===== src/rtl/lsu_ctrl_if.sv =====
// Load/store controller bundle: EX-stage request, data-memory bus and
// writeback/error response signals. The controller uses the master view and
// the pipeline/memory side uses the slave view.
interface lsu_ctrl_if #(
    parameter int ADDR_W = 64
) ();
    // EX-stage request
    logic              req_valid;
    logic              req_ready;
    logic [6:0]        lsu_op;
    logic [ADDR_W-1:0] addr;
    logic [63:0]       wdata;
    logic [4:0]        rd;
    // Data-memory bus
    logic              dmem_req;
    logic              dmem_we;
    logic [ADDR_W-1:0] dmem_addr;
    logic [7:0]        dmem_wstrb;
    logic [63:0]       dmem_wdata;
    logic              dmem_gnt;
    logic              dmem_rvalid;
    logic [63:0]       dmem_rdata;
    // Writeback response, error report and pipeline hold
    logic              resp_valid;
    logic              resp_rf_we;
    logic [4:0]        resp_rd;
    logic [63:0]       resp_data;
    logic              err_valid;
    logic [1:0]        err_code;
    logic [ADDR_W-1:0] err_addr;
    logic              stall;

    modport master (
        input  req_valid, lsu_op, addr, wdata, rd,
        input  dmem_gnt, dmem_rvalid, dmem_rdata,
        output req_ready,
        output dmem_req, dmem_we, dmem_addr, dmem_wstrb, dmem_wdata,
        output resp_valid, resp_rf_we, resp_rd, resp_data,
        output err_valid, err_code, err_addr, stall
    );

    modport slave (
        output req_valid, lsu_op, addr, wdata, rd,
        output dmem_gnt, dmem_rvalid, dmem_rdata,
        input  req_ready,
        input  dmem_req, dmem_we, dmem_addr, dmem_wstrb, dmem_wdata,
        input  resp_valid, resp_rf_we, resp_rd, resp_data,
        input  err_valid, err_code, err_addr, stall
    );
endinterface


===== src/rtl/lsu_ctrl.sv =====
// EX/MEM load/store sequencer. Takes one access at a time from the decoder,
// runs it over a req/gnt/rvalid doubleword bus, and returns either extended
// load data / store completion or an error pulse (misaligned, bad size,
// bus timeout). Holds the pipeline via stall while an access is in flight.
module lsu_ctrl #(
    parameter int          ADDR_W      = 64,
    parameter int unsigned TIMEOUT_CYC = 255
) (
    input  logic       clk,
    input  logic       rst_n,
    lsu_ctrl_if.master bus
);
    typedef enum logic [2:0] {
        IDLE,
        REQ,
        WAIT,
        RESP,
        ERR
    } state_t;

    // Counter value seen in the last REQ/WAIT cycle allowed before timing out
    localparam logic [7:0] TMO_LAST = 8'(TIMEOUT_CYC - 1);

    state_t            state, state_nx;
    logic              op_we, op_uns;
    logic [3:0]        op_size;
    logic [ADDR_W-1:0] op_addr;
    logic [63:0]       op_wdata;
    logic [4:0]        op_rd;
    logic [7:0]        tmo_cnt;
    logic [63:0]       resp_data_q;
    logic [1:0]        err_code_q, err_code_nx;

    logic              accept;
    logic              size_ok;
    logic              aligned;
    logic              done;
    logic              timed_out;
    logic [7:0]        lane_mask;
    logic [63:0]       rd_shift;
    logic [63:0]       ld_ext;

    assign accept    = (state == IDLE) && bus.req_valid && bus.lsu_op[6];
    assign size_ok   = $onehot(bus.lsu_op[4:1]);
    assign done      = ((state == REQ) && bus.dmem_gnt && bus.dmem_rvalid) ||
                       ((state == WAIT) && bus.dmem_rvalid);
    assign timed_out = (tmo_cnt == TMO_LAST);

    // Alignment of the incoming byte address against the requested size
    always_comb begin
        aligned = 1'b1;
        if (bus.lsu_op[2])      aligned = ~bus.addr[0];
        else if (bus.lsu_op[3]) aligned = (bus.addr[1:0] == 2'b00);
        else if (bus.lsu_op[4]) aligned = (bus.addr[2:0] == 3'b000);
    end

    // Next-state and error-code selection
    always_comb begin
        state_nx    = state;
        err_code_nx = err_code_q;
        case (state)
            IDLE: begin
                if (accept) begin
                    if (!size_ok) begin
                        state_nx    = ERR;
                        err_code_nx = 2'b10;
                    end else if (!aligned) begin
                        state_nx    = ERR;
                        err_code_nx = 2'b01;
                    end else begin
                        state_nx = REQ;
                    end
                end
            end
            REQ: begin
                // completion wins over timeout in the final allowed cycle
                if (bus.dmem_gnt && bus.dmem_rvalid) begin
                    state_nx = RESP;
                end else if (timed_out) begin
                    state_nx    = ERR;
                    err_code_nx = 2'b11;
                end else if (bus.dmem_gnt) begin
                    state_nx = WAIT;
                end
            end
            WAIT: begin
                if (bus.dmem_rvalid) begin
                    state_nx = RESP;
                end else if (timed_out) begin
                    state_nx    = ERR;
                    err_code_nx = 2'b11;
                end
            end
            RESP:    state_nx = IDLE;
            ERR:     state_nx = IDLE;
            default: state_nx = IDLE;
        endcase
    end

    // Byte-lane mask and load extraction from the captured access
    always_comb begin
        rd_shift = bus.dmem_rdata >> {op_addr[2:0], 3'b000};
        case (op_size)
            4'b0001: begin
                lane_mask = 8'h01;
                ld_ext    = op_uns ? {56'd0, rd_shift[7:0]}  : {{56{rd_shift[7]}},  rd_shift[7:0]};
            end
            4'b0010: begin
                lane_mask = 8'h03;
                ld_ext    = op_uns ? {48'd0, rd_shift[15:0]} : {{48{rd_shift[15]}}, rd_shift[15:0]};
            end
            4'b0100: begin
                lane_mask = 8'h0F;
                ld_ext    = op_uns ? {32'd0, rd_shift[31:0]} : {{32{rd_shift[31]}}, rd_shift[31:0]};
            end
            default: begin
                lane_mask = 8'hFF;
                ld_ext    = rd_shift;
            end
        endcase
    end

    // State register
    always_ff @(posedge clk or negedge rst_n) begin
        if (!rst_n) state <= IDLE;
        else        state <= state_nx;
    end

    // Capture the accepted request (faulting ones too, for err_addr)
    always_ff @(posedge clk or negedge rst_n) begin
        if (!rst_n) begin
            op_we    <= 1'b0;
            op_uns   <= 1'b0;
            op_size  <= '0;
            op_addr  <= '0;
            op_wdata <= '0;
            op_rd    <= '0;
        end else if (accept) begin
            op_we    <= bus.lsu_op[5];
            op_uns   <= bus.lsu_op[0];
            op_size  <= bus.lsu_op[4:1];
            op_addr  <= bus.addr;
            op_wdata <= bus.wdata;
            op_rd    <= bus.rd;
        end
    end

    // Bus-timeout counter: cleared on accept, counts every REQ/WAIT cycle
    always_ff @(posedge clk or negedge rst_n) begin
        if (!rst_n)                               tmo_cnt <= '0;
        else if (accept)                          tmo_cnt <= '0;
        else if (state == REQ || state == WAIT)   tmo_cnt <= tmo_cnt + 8'd1;
    end

    // Response data and error code registers
    always_ff @(posedge clk or negedge rst_n) begin
        if (!rst_n) begin
            resp_data_q <= '0;
            err_code_q  <= '0;
        end else begin
            if (done) resp_data_q <= op_we ? '0 : ld_ext;
            err_code_q <= err_code_nx;
        end
    end

    assign bus.req_ready  = (state == IDLE);
    assign bus.stall      = (state != IDLE) | (bus.req_valid & bus.lsu_op[6]);
    assign bus.dmem_req   = (state == REQ);
    assign bus.dmem_we    = op_we;
    assign bus.dmem_addr  = {op_addr[ADDR_W-1:3], 3'b000};
    assign bus.dmem_wstrb = op_we ? (lane_mask << op_addr[2:0]) : '0;
    assign bus.dmem_wdata = op_wdata << {op_addr[2:0], 3'b000};
    assign bus.resp_valid = (state == RESP);
    assign bus.resp_rf_we = (state == RESP) & ~op_we;
    assign bus.resp_rd    = ((state == RESP) && !op_we) ? op_rd : '0;
    assign bus.resp_data  = (state == RESP) ? resp_data_q : '0;
    assign bus.err_valid  = (state == ERR);
    assign bus.err_code   = (state == ERR) ? err_code_q : '0;
    assign bus.err_addr   = (state == ERR) ? op_addr : '0;
endmodule


===== src/flat_wrapper.sv =====
// flat-port wrapper written by rule: the top's interface ports become plain ports
module lsu_ctrl_flat 
#(
    parameter int          ADDR_W      = 64,
    parameter int unsigned TIMEOUT_CYC = 255
)
  (clk, rst_n, bus_req_valid, bus_lsu_op, bus_addr, bus_wdata, bus_rd, bus_dmem_gnt, bus_dmem_rvalid, bus_dmem_rdata, bus_req_ready, bus_dmem_req, bus_dmem_we, bus_dmem_addr, bus_dmem_wstrb, bus_dmem_wdata, bus_resp_valid, bus_resp_rf_we, bus_resp_rd, bus_resp_data, bus_err_valid, bus_err_code, bus_err_addr, bus_stall);
  lsu_ctrl_if #(.ADDR_W(ADDR_W)) bus_i ();
  input  logic clk;
  input  logic rst_n;
  input wire logic [$bits(bus_i.req_valid)-1:0] bus_req_valid;
  input wire logic [$bits(bus_i.lsu_op)-1:0] bus_lsu_op;
  input wire logic [$bits(bus_i.addr)-1:0] bus_addr;
  input wire logic [$bits(bus_i.wdata)-1:0] bus_wdata;
  input wire logic [$bits(bus_i.rd)-1:0] bus_rd;
  input wire logic [$bits(bus_i.dmem_gnt)-1:0] bus_dmem_gnt;
  input wire logic [$bits(bus_i.dmem_rvalid)-1:0] bus_dmem_rvalid;
  input wire logic [$bits(bus_i.dmem_rdata)-1:0] bus_dmem_rdata;
  output wire logic [$bits(bus_i.req_ready)-1:0] bus_req_ready;
  output wire logic [$bits(bus_i.dmem_req)-1:0] bus_dmem_req;
  output wire logic [$bits(bus_i.dmem_we)-1:0] bus_dmem_we;
  output wire logic [$bits(bus_i.dmem_addr)-1:0] bus_dmem_addr;
  output wire logic [$bits(bus_i.dmem_wstrb)-1:0] bus_dmem_wstrb;
  output wire logic [$bits(bus_i.dmem_wdata)-1:0] bus_dmem_wdata;
  output wire logic [$bits(bus_i.resp_valid)-1:0] bus_resp_valid;
  output wire logic [$bits(bus_i.resp_rf_we)-1:0] bus_resp_rf_we;
  output wire logic [$bits(bus_i.resp_rd)-1:0] bus_resp_rd;
  output wire logic [$bits(bus_i.resp_data)-1:0] bus_resp_data;
  output wire logic [$bits(bus_i.err_valid)-1:0] bus_err_valid;
  output wire logic [$bits(bus_i.err_code)-1:0] bus_err_code;
  output wire logic [$bits(bus_i.err_addr)-1:0] bus_err_addr;
  output wire logic [$bits(bus_i.stall)-1:0] bus_stall;
  assign bus_i.req_valid = bus_req_valid;
  assign bus_i.lsu_op = bus_lsu_op;
  assign bus_i.addr = bus_addr;
  assign bus_i.wdata = bus_wdata;
  assign bus_i.rd = bus_rd;
  assign bus_i.dmem_gnt = bus_dmem_gnt;
  assign bus_i.dmem_rvalid = bus_dmem_rvalid;
  assign bus_i.dmem_rdata = bus_dmem_rdata;
  assign bus_req_ready = bus_i.req_ready;
  assign bus_dmem_req = bus_i.dmem_req;
  assign bus_dmem_we = bus_i.dmem_we;
  assign bus_dmem_addr = bus_i.dmem_addr;
  assign bus_dmem_wstrb = bus_i.dmem_wstrb;
  assign bus_dmem_wdata = bus_i.dmem_wdata;
  assign bus_resp_valid = bus_i.resp_valid;
  assign bus_resp_rf_we = bus_i.resp_rf_we;
  assign bus_resp_rd = bus_i.resp_rd;
  assign bus_resp_data = bus_i.resp_data;
  assign bus_err_valid = bus_i.err_valid;
  assign bus_err_code = bus_i.err_code;
  assign bus_err_addr = bus_i.err_addr;
  assign bus_stall = bus_i.stall;
  lsu_ctrl #(.ADDR_W(ADDR_W), .TIMEOUT_CYC(TIMEOUT_CYC)) u_core (.clk(clk), .rst_n(rst_n), .bus(bus_i));
endmodule

===== config.mk =====
export PLATFORM = sky130hd
export DESIGN_NAME = lsu_ctrl_flat
export DESIGN_NICKNAME = d
export VERILOG_FILES = /design/src/rtl/lsu_ctrl_if.sv /design/src/rtl/lsu_ctrl.sv /design/src/flat_wrapper.sv
export SDC_FILE = /design/constraint.sdc
export NUM_CORES = 1
export LEC_CHECK = 0
export CAP_MARGIN = 20
export CORE_AREA = 2 2 188 190
export CTS_CLUSTER_SIZE = 10
export DETAILED_ROUTE_END_ITERATION = 8
export DIE_AREA = 0 0 190 192
export GPL_TIMING_DRIVEN = 0
export PLACE_DENSITY = 0.72
export SLEW_MARGIN = 25
export SYNTH_ARGS = -nofsm -noshare
export SYNTH_HDL_FRONTEND = slang
export SYNTH_SLANG_ARGS = --single-unit
export TNS_END_PERCENT = 1

===== constraint.sdc =====
create_clock -name clk -period 4.4 [get_ports clk]
set_clock_uncertainty 0.1 [all_clocks]
set_input_delay 0.88 -clock clk [delete_from_list [all_inputs] [get_ports clk]]
set_output_delay 0.88 -clock clk [all_outputs]
set_load 0.02 [all_outputs]

==> parameters.txt <==
Parameter                              Value

Critical path
  Req. time, crit path ... 3.42 ns
  Count of buffering cells on the critical path with inverters included ... 5
  Worst reg2reg startpoint ... u_core.state[0]
  R2R Setup Slk ... 1.25 ns
  Startpoint type of the worst setup path ... register
  Largest fanout of any net on the critical path ... 10
  Family of cells with the greatest summed delay on the critical path ... buffers and inverters
  Largest stage delay on the critical path ... 0.60 ns
  Worst reg2reg path depth ... 7
  Capture point of the worst reg-to-reg path ... u_core.op_addr[59]
  Library cell contributing the largest single delay on the critical path ... sky130_fd_sc_hd__clkdlybuf4s50_1
  Series of cell instances along the critical path ... buf_2 -> buf_2 -> buf_4 -> buf_4 -> mux2_2 -> a22oi_1 -> a21oi_1 -> clkdlybuf4s50_1
  Capturing element type of the critical path ... output pin
  Data arrival time at the worst-slack endpoint ... 3.38 ns
  Category of the critical setup timing path ... register to output pin

Routing
  Avg Vias per Cell ... 5.49
  Final antenna-violating net count ... 0
  DRT iter0 DRCs ... 1047
  Post-detailed-route DRC marker count ... 0
  Detailed-route wire length ... 63300 microns
  Detailed-route wire length per cell ... 24.2 microns
  Total via count in the routed design ... 14400
  Length of the first detailed-routing pass in iterations ... 5

Placed design
  Placed cell count ... 2581
  Number of port buffers ... 483
  Final RePlAce weighted congestion ... 1.02
  Final HPWL DP ... 50400 microns

CTS
  Clk buf depth ... 3
  Clock insertion delay at the later pin of the skew report ... 0.56 ns
  Clock tree from TritonCTS ... done
  Inserted Clock Buffers ... 26
  H-tree lvl count ... 1
  Clk pin slew, worst setup/hold paths ... 0.05 ns
  Clk root buf ... sky130_fd_sc_hd__clkbuf_16
  Number of sinks driven by the clock tree ... 216
  Post-cts hold buffer count ... 0
  Buffers inserted by post-CTS timing repair ... 0

Pwr
  Maximum vdd ir drop ... 0.539 mV
  Comb pwr share ... 64.2%
  Portion of total power attributed to sequential cells ... 23.8%
  Cell Int Power ... 8500 uW
  Clock network fraction of total power ... 12.0%
  P_sw ... 8080 uW
  Proportion of total power due to net switching ... 48.7%
  PD cells ... 829 nW/um^2
  Leakage power figure ... 0.00923 uW

Job
  Maximum capacitance violations ... 0

Global route
  Maximum number of pins on one net before global-route repair ... 75
  Number of global-route vias before repair ... 14100
  Initial antenna violation count ... 5
  GR Overflow Total ... 0
  First-pass GRT wire length ... 92200 microns
  Total track usage ... 34.1%

Yosys
  Most repeated cell in the gate-level netlist after synthesis ... sky130_fd_sc_hd__nand2_1
  Top area cells in the synthesized netlist ... sky130_fd_sc_hd__dfrtp_1 40%, sky130_fd_sc_hd__nand2_1 14%, sky130_fd_sc_hd__mux2i_1 7.0%
  Post-Synthesis Mean Instance Area ... 8.33 sq um
  Count of yosys warnings during synthesis ... 0
  Combined area of all synthesized cells ... 13600 sq um
  Leading register cell type out of synthesis ... sky130_fd_sc_hd__dfrtp_1
  Count of flip-flops with a built-in enable after synthesis ... 0
  Number of distinct library cells after synthesis ... 65
  Top-area cell type share of the netlist area ... 39.6%
  Yosys top cell by area ... sky130_fd_sc_hd__dfrtp_1
  #FFs+latches synth ... 216
  Sequential share of the synthesized area ... 39.6%
  List of most frequent post-synthesis cells ... 519 x sky130_fd_sc_hd__nand2_1, 216 x sky130_fd_sc_hd__dfrtp_1, 96 x sky130_fd_sc_hd__mux2i_1, 96 x sky130_fd_sc_hd__o21ai_0, 89 x sky130_fd_sc_hd__and2_1
  Async set-reset flop share out of synthesis ... 100%
  Gate Count Post-Synth ... 1638

Floorplan
  Core area ... 34300 sq um
  Die outline width ... 190 microns
  Total Die Area ... 36500 sq um
  Die outline height ... 192 microns
  Std-Cell Rows ... 68
  I/O pin count ... 487
  Starting utilization of the core area ... 39.8%

STA
  Pin slew with the least headroom to its limit ... 1.04 ns
  Final period utilization ... 99.1%
  Setup TNS ... 0 ns
  Post-layout minimum cycle time ... 4.36 ns
  RSZ-0062 raised after global routing ... yes
  Final Setup Violations ... 0
  Fmax ... 229 MHz
  Headroom to the max-slew limit ... 30.8%
  Fin. max-slew vios ... 0
  Final hold violations ... 0

Run status
  Outcome ... complete, no violations

Cells and area
  Final net count ... 2367
  Filler-free cell count of the finished design ... 2616
  Share of layout cells above drive strength 1 ... 10.8%
  Area growth, synth to finish ... 46.6%

Worst hold path
  Path type of the worst min-delay path ... input pin to async pin
[metal layers]
layer	wire length, microns	up-vias	part of all wire [%]	track usage [%]
li1	-	6493	-	-
met4	2080	2	3.3	11.4
met1	26100	7031	41	44.6
met5	13	-	0.021	0
met3	4760	114	7.5	5.30
met2	30300	715	48	57.7
[logic make-up after synthesis]
group           share of synthesized area (%)
simple gates                             25.8
compound gates                           12.6
flops                                    39.6
buf+inv                                  7.76
mux                                      13.2
fa+ha+maj                               0.605
xor+xnor                                0.321
other cells                            0.0275
[stage by stage]
step                      total power, uW  setup WS (ns)  utilization [%]  area, sq um  hold slack, ns
after detailed placement            14300         -0.407             55.8        19100           0.363
final                               16600         0.0395             58.3        20000           0.173
after floorplan                      9660           1.27                -        13600           0.337
after global routing                17400        -0.0377             58.3        20000           0.219
after CTS                           16400        -0.0312             58.2        19900           0.198
after global placement              14200          -6.75             55.6        19100           0.351
[how the worst max path moves through the flow]
stage,start,end,cells after the start
after global routing,u_core.op_addr[2],bus_dmem_wstrb[0],7
after floorplan,u_core.op_addr[2],bus_dmem_wstrb[0],7
after CTS,u_core.op_addr[1],bus_dmem_wdata[53],9
after global placement,rst_n,u_core.op_wdata[16],1
final,u_core.op_addr[1],bus_dmem_wdata[48],8
after detailed placement,u_core.op_addr[2],bus_dmem_wstrb[0],8
[repair_timing]
item,CTS,global route
resized for setup,33,21
pin swaps,0,0
setup endpoints to repair,82,34
[registers in the layout (all words and copies together), names as in the netlist]
register / flops
u_core.op_uns: 1
u_core.bus.dmem_we: 1
u_core.op_addr: 64
u_core.op_rd: 5
u_core.op_size: 4
u_core.op_wdata: 64
u_core.err_code_q: 2
u_core.tmo_cnt: 8
u_core.state: 3
u_core.resp_data_q: 64
[final cells by class]
type                       instances  area, sq um
tap                              455          569
multi-input combinational       1226         7230
buffer                           190         1100
timing repair buffer             486         4910
clock buffer                      31          689
sequential                       216         5410
fill                            3096        14300
clock inverter                     3         65.1
antenna                            3         7.51
inverter                           6         22.5
[power groups by stage]
stage,logic (uW),clock network (uW),registers [uW]
finish,10600,1990,3950
global route,11200,2100,4030
CTS,10500,2020,3910
detailed placement,10400,0,3920
global placement,10300,0,3910
floorplan,6220,0,3440
[placed cells by master, fill, tap and decap left out, types with 4 or more instances in the layout]
cell type,synthesis,layout
sky130_fd_sc_hd__nand2_1,519,519
sky130_fd_sc_hd__o31ai_2,13,13
sky130_fd_sc_hd__dfrtp_1,216,216
sky130_fd_sc_hd__o21ai_1,3,6
sky130_fd_sc_hd__clkbuf_4,0,10
sky130_fd_sc_hd__clkbuf_1,79,69
sky130_fd_sc_hd__nand3_1,7,7
sky130_fd_sc_hd__clkdlybuf4s50_1,0,475
sky130_fd_sc_hd__o211ai_1,11,11
sky130_fd_sc_hd__buf_2,35,23
sky130_fd_sc_hd__inv_1,5,5
sky130_fd_sc_hd__nor3_1,9,6
sky130_fd_sc_hd__mux4_2,28,28
sky130_fd_sc_hd__dlymetal6s2s_1,0,6
sky130_fd_sc_hd__and3_1,71,71
sky130_fd_sc_hd__mux2i_1,96,96
sky130_fd_sc_hd__nand2b_1,7,7
sky130_fd_sc_hd__and2_1,89,89
sky130_fd_sc_hd__a22o_1,7,7
sky130_fd_sc_hd__clkbuf_2,1,11
sky130_fd_sc_hd__nor2_1,80,78
sky130_fd_sc_hd__buf_1,8,4
sky130_fd_sc_hd__ha_1,5,5
sky130_fd_sc_hd__xor2_1,5,5
sky130_fd_sc_hd__a221o_1,8,8
sky130_fd_sc_hd__a211oi_1,10,9
sky130_fd_sc_hd__a22oi_1,13,13
sky130_fd_sc_hd__clkbuf_16,0,26
sky130_fd_sc_hd__buf_4,66,73
sky130_fd_sc_hd__a21oi_1,64,63
sky130_fd_sc_hd__o22ai_1,15,15
sky130_fd_sc_hd__mux2_2,19,19
sky130_fd_sc_hd__buf_6,3,4
sky130_fd_sc_hd__o21ai_0,96,93
Power figures use the tool's default switching activity.
